## config.mk

```make
export PLATFORM = sky130hd
export DESIGN_NAME = regfile_wb_arbiter
export DESIGN_NICKNAME = d
export VERILOG_FILES = /design/src/rtl/regfile_wb_arbiter.sv
export SDC_FILE = /design/constraint.sdc
export NUM_CORES = 1
export LEC_CHECK = 0
export BUFFER_PORTS_ARGS = -buffer_cell sky130_fd_sc_hd__buf_2
export CAP_MARGIN = 10
export CORE_MARGIN = 2
export CORE_UTILIZATION = 26
export DETAILED_ROUTE_END_ITERATION = 10
export SYNTH_ARGS = -nofsm -noshare
export SYNTH_HDL_FRONTEND = slang
export SYNTH_SLANG_ARGS = --single-unit
export TNS_END_PERCENT = 1
```

## constraint.sdc

```tcl
create_clock -name clk -period 2.94 [get_ports clk]
set_input_delay 0 -clock clk [delete_from_list [all_inputs] [get_ports clk]]
set_output_delay 0 -clock clk [all_outputs]
set_load 0.02 [all_outputs]
```

## src/rtl/regfile_wb_arbiter.sv

```systemverilog
// Purpose: shares the register file write port between ALU/link (A) and multi-cycle (B) writeback.
// Latency: 1 cycle from accept (valid & ready at a clock edge) to write_en; one write per cycle sustained.
// Backpressure: exactly one ready per cycle among valid requesters; losers hold addr/data until ready.
// Optional feature: define WB_ARB_ROUND_ROBIN_EN for round-robin contention instead of A-priority with starvation limit.
module regfile_wb_arbiter #(
    parameter int DATA_W       = 32,
    parameter int ADDR_W       = 5,
    parameter int STARVE_LIMIT = 4
) (
    input  logic              clk,
    input  logic              rst_n,
    input  logic              a_valid,
    input  logic [ADDR_W-1:0] a_addr,
    input  logic [DATA_W-1:0] a_data,
    output logic              a_ready,
    input  logic              b_valid,
    input  logic [ADDR_W-1:0] b_addr,
    input  logic [DATA_W-1:0] b_data,
    output logic              b_ready,
    output logic [ADDR_W-1:0] reg_write,
    output logic [DATA_W-1:0] write_data,
    output logic              write_en,
    output logic [3:0]        starve_cnt
);

    logic grant_a;
    logic grant_b;

`ifdef WB_ARB_ROUND_ROBIN_EN
    // last_b: 1 when the most recent transfer went to B, 0 (A) after reset
    logic last_b;

    // Grant: lone requester wins; on contention the one not granted last wins
    always_comb begin
        grant_a = 1'b0;
        grant_b = 1'b0;
        if (a_valid && b_valid) begin
            grant_a = last_b;
            grant_b = !last_b;
        end else begin
            grant_a = a_valid;
            grant_b = b_valid;
        end
    end

    // Track the last granted requester on every transfer
    always_ff @(posedge clk) begin
        if (!rst_n) begin
            last_b <= 1'b0;
        end else if (grant_a) begin
            last_b <= 1'b0;
        end else if (grant_b) begin
            last_b <= 1'b1;
        end
    end
`else
    localparam logic [3:0] LIMIT = 4'(STARVE_LIMIT);

    // Grant: A has priority unless B has been denied LIMIT cycles in a row
    always_comb begin
        grant_a = 1'b0;
        grant_b = 1'b0;
        if (a_valid && b_valid) begin
            grant_b = (starve_cnt >= LIMIT);
            grant_a = !grant_b;
        end else begin
            grant_a = a_valid;
            grant_b = b_valid;
        end
    end
`endif

    assign a_ready = grant_a;
    assign b_ready = grant_b;

    // Count consecutive B denials (saturating); any non-denied cycle clears it
    always_ff @(posedge clk) begin
        if (!rst_n) begin
            starve_cnt <= 4'd0;
        end else if (b_valid && !grant_b) begin
            if (starve_cnt != 4'hF) begin
                starve_cnt <= starve_cnt + 4'd1;
            end
        end else begin
            starve_cnt <= 4'd0;
        end
    end

    // Register the winning write; writes to register 0 update addr/data but never strobe
    always_ff @(posedge clk) begin
        if (!rst_n) begin
            reg_write  <= '0;
            write_data <= '0;
            write_en   <= 1'b0;
        end else if (grant_a) begin
            reg_write  <= a_addr;
            write_data <= a_data;
            write_en   <= (a_addr != '0);
        end else if (grant_b) begin
            reg_write  <= b_addr;
            write_data <= b_data;
            write_en   <= (b_addr != '0);
        end else begin
            write_en   <= 1'b0;
        end
    end

endmodule

```

==> impl_metrics.ini <==
[status]
status = complete, no violations

[finish]
num_antenna_cells = 0
area_growth_pct = 89.47
nFillCells = 599
stdcell_area_um2 = 3174
drive_above_1_share = 0.4128
layout.nets = 422

[route]
drt_iter0_drc = 45
wirelength_um = 5529
detail_route.wl_per_cell_um = 13.13
vias = 1956
antenna_left = 0
avgViaCountPerCell = 4.646
drcViolationCount = 0
first_pass_iters = 4

[sta]
finClkSkew_ns = 0.005723
setup_violations = 0
fin_setup_tns_ns = 0
whs_ns = 0.04996
maxSlewViolCount = 0
max_freq_mhz = 385.7
hold_viol = 0
period_minus_slack_ns = 2.593
rsz0062_at_grt = false
max_slew_margin = 0.3669
fin_crit_sh = 0.8818
worst_pin_slew_ns = 0.9455
timing.final.ws_setup_ns = 0.3474

[clock_tree]
ctsResizeCount = 0
post_cts_hold_buffer_count = 75
clock_latency_ns = 0.29
cts_buffers = 5
clock_path_buffers = 2
cts_post_setup_buffers_inserted = 0
cts_tree = done
cts_root_buf = clkbuf_8
cts_max_level = 2
clk_pin_slew_ns = 0.08
clkSinkCount = 42

[floorplanning]
chipHeight_um = 84.27
fp-row-count = 29
initial_core_util = 0.2669
die_area_um2 = 7101
ioPinCount = 122
die_w_um = 84.27
core_area_um2 = 6277

[synthesis]
syn-cell-area_um2 = 1675
syn_inst = 149
synthesis.nets = 228
synth_cell_types = 25
ys_ff_latch = 42
ys_seq_area_frac = 0.5019
avgSynthCellArea_um2 = 11.24
yosysWarnings = 0

[placement]
portBuffers = 121
dp_slack_ns = 0.9155
dp_hpwl_um = 3404
post_dp_cell_area_um2 = 2313
gp_congestion = 0.7128

[critical_path]
crit_type = reg -> reg
cp_max_fo = 20
crit_start = starve_cnt[3]$_SDFFE_PN0P_
worstPathArrival_ns = 2.77
reg2reg_from = starve_cnt[3]$_SDFFE_PN0P_
path_cells = or3b_1, and3_1, buf_4, a221o_2, dlygate4sd3_1
cpPeakStageDelay_ns = 0.56
critPathRequiredTime_ns = 3.11
start_kind = register
endpoint_kind = register
cp_slowest_cell = dlygate4sd3_1

[worst_hold_path]
min-delay-start = a_valid
min_path_type = in -> reg

[grt]
grt_antenna_before_repair = 0
grt_pass1_vias = 2056
grt_util_all_layers = 0.1547
grt_overflow_total = 0
grt_max_degree = 38
grt_first_pass_wirelength_um = 9004

[pwr]
finalPower_uw = 1425
peakVddDrop_mv = 0.2127
p_leak_uw = 0.001595
power_density_nw_per_um2 = 448.9

[run]
max_cap_viol_count = 0
## cells by family (layout without fill, tap and decap cells)
kind of cell | after synthesis | after routing | share of synthesized area
AND/OR/NAND/NOR | 49 | 49 | 0.1852
AO/OA/AOI/OAI | 43 | 43 | 0.2487
flip-flops | 42 | 42 | 0.5019
buffers and inverters | 13 | 208 | 0.05451
adder cells (fa/ha/maj) | 1 | 1 | 0.007467
other | 1 | 1 | 0.002238
## final cells by class
class / instances / area [um2] / area share
clock buffer: 6 / 72.57 / 0.02286
sequential: 42 / 840.8 / 0.2649
multi-input combinational: 94 / 748.2 / 0.2357
clock inverter: 2 / 37.54 / 0.01183
inverter: 2 / 7.507 / 0.002365
tap: 77 / 96.34 / 0.03035
timing repair buffer: 198 / 1371 / 0.4320
## report_power, final
group / total, uW / internal, uW / switching, uW
Clock: 463 / 254 / 210
Sequential: 632 / 611 / 20.6
Combinational: 330 / 188 / 142
Total: 1430 / 1050 / 372
## routing by layer
layer	part of all wire	GRT usage	vias up
li1	-	-	951
met1	0.44	0.1784	920
met2	0.50	0.2886	79
met3	0.059	0.03245	6
met4	0.0080	0.03959	0
met5	0	0	-
## synth_stat cells, drive strengths merged
master   n  share of area
dfxtp   42           0.50
and2    39           0.15
a221o   37           0.23
clkbuf   7          0.016
buf      4          0.034
a21oi    2         0.0060
and3     2         0.0082
inv      2         0.0045
o211ai   2         0.0090
or4      2         0.0090
a21boi   1         0.0045
conb     1         0.0022
ha       1         0.0075
nand2    1         0.0022
nand3    1         0.0030
nor2     1         0.0022
nor3b    1         0.0045
o21ai    1         0.0030
or2      1         0.0037
or3b     1         0.0052
## worst paths after layout
kind                                 to  slack, ns  depth (start not counted)
max          write_data[6]$_SDFFE_PN0P_       0.35                          5
min                 write_en$_SDFF_PN0_       0.05                          3
max reg2reg  write_data[6]$_SDFFE_PN0P_       0.35                          5
min reg2reg  starve_cnt[0]$_SDFFE_PN0P_       0.47                          1
## state kept, by name, indices dropped and copies added (netlist names)
register and flops:
write_en 1, starve_cnt 4, write_data 32, reg_write 5
## worst max-delay path: cells and delay by family, from the launching register on
kind	cells	cell delay (ns)
buffers and inverters	2	0.88
AOI/OAI and AO/OA	1	0.40
DFF	1	0.34
and+or+nand+nor	2	0.85
## stage by stage
step                utilization  std cells
CTS                      0.5057        421
finish                   0.5057        421
detailed placement       0.3685        338
global placement         0.3685        338
floorplan                     -        149
global route             0.5057        421
## placed cells by master (no fill, tap or decap)
master,instances
inv_1,2
or4_1,2
and3_2,1
clkinvlp_4,1
buf_2,121
or2_2,1
nor3b_2,1
a21oi_1,2
and3_1,1
o21ai_0,1
dfxtp_1,42
bufinv_16,1
a221o_1,30
o211ai_1,2
clkbuf_1,1
clkbuf_8,5
nor2_1,1
dlygate4sd3_1,75
nand3_1,1
buf_4,2
a221o_2,7
and2_1,37
or3b_1,1
conb_1,1
and2_2,2
a21boi_0,1
ha_1,1
nand2_1,1
No activity file was read; power rests on OpenSTA's default activity.
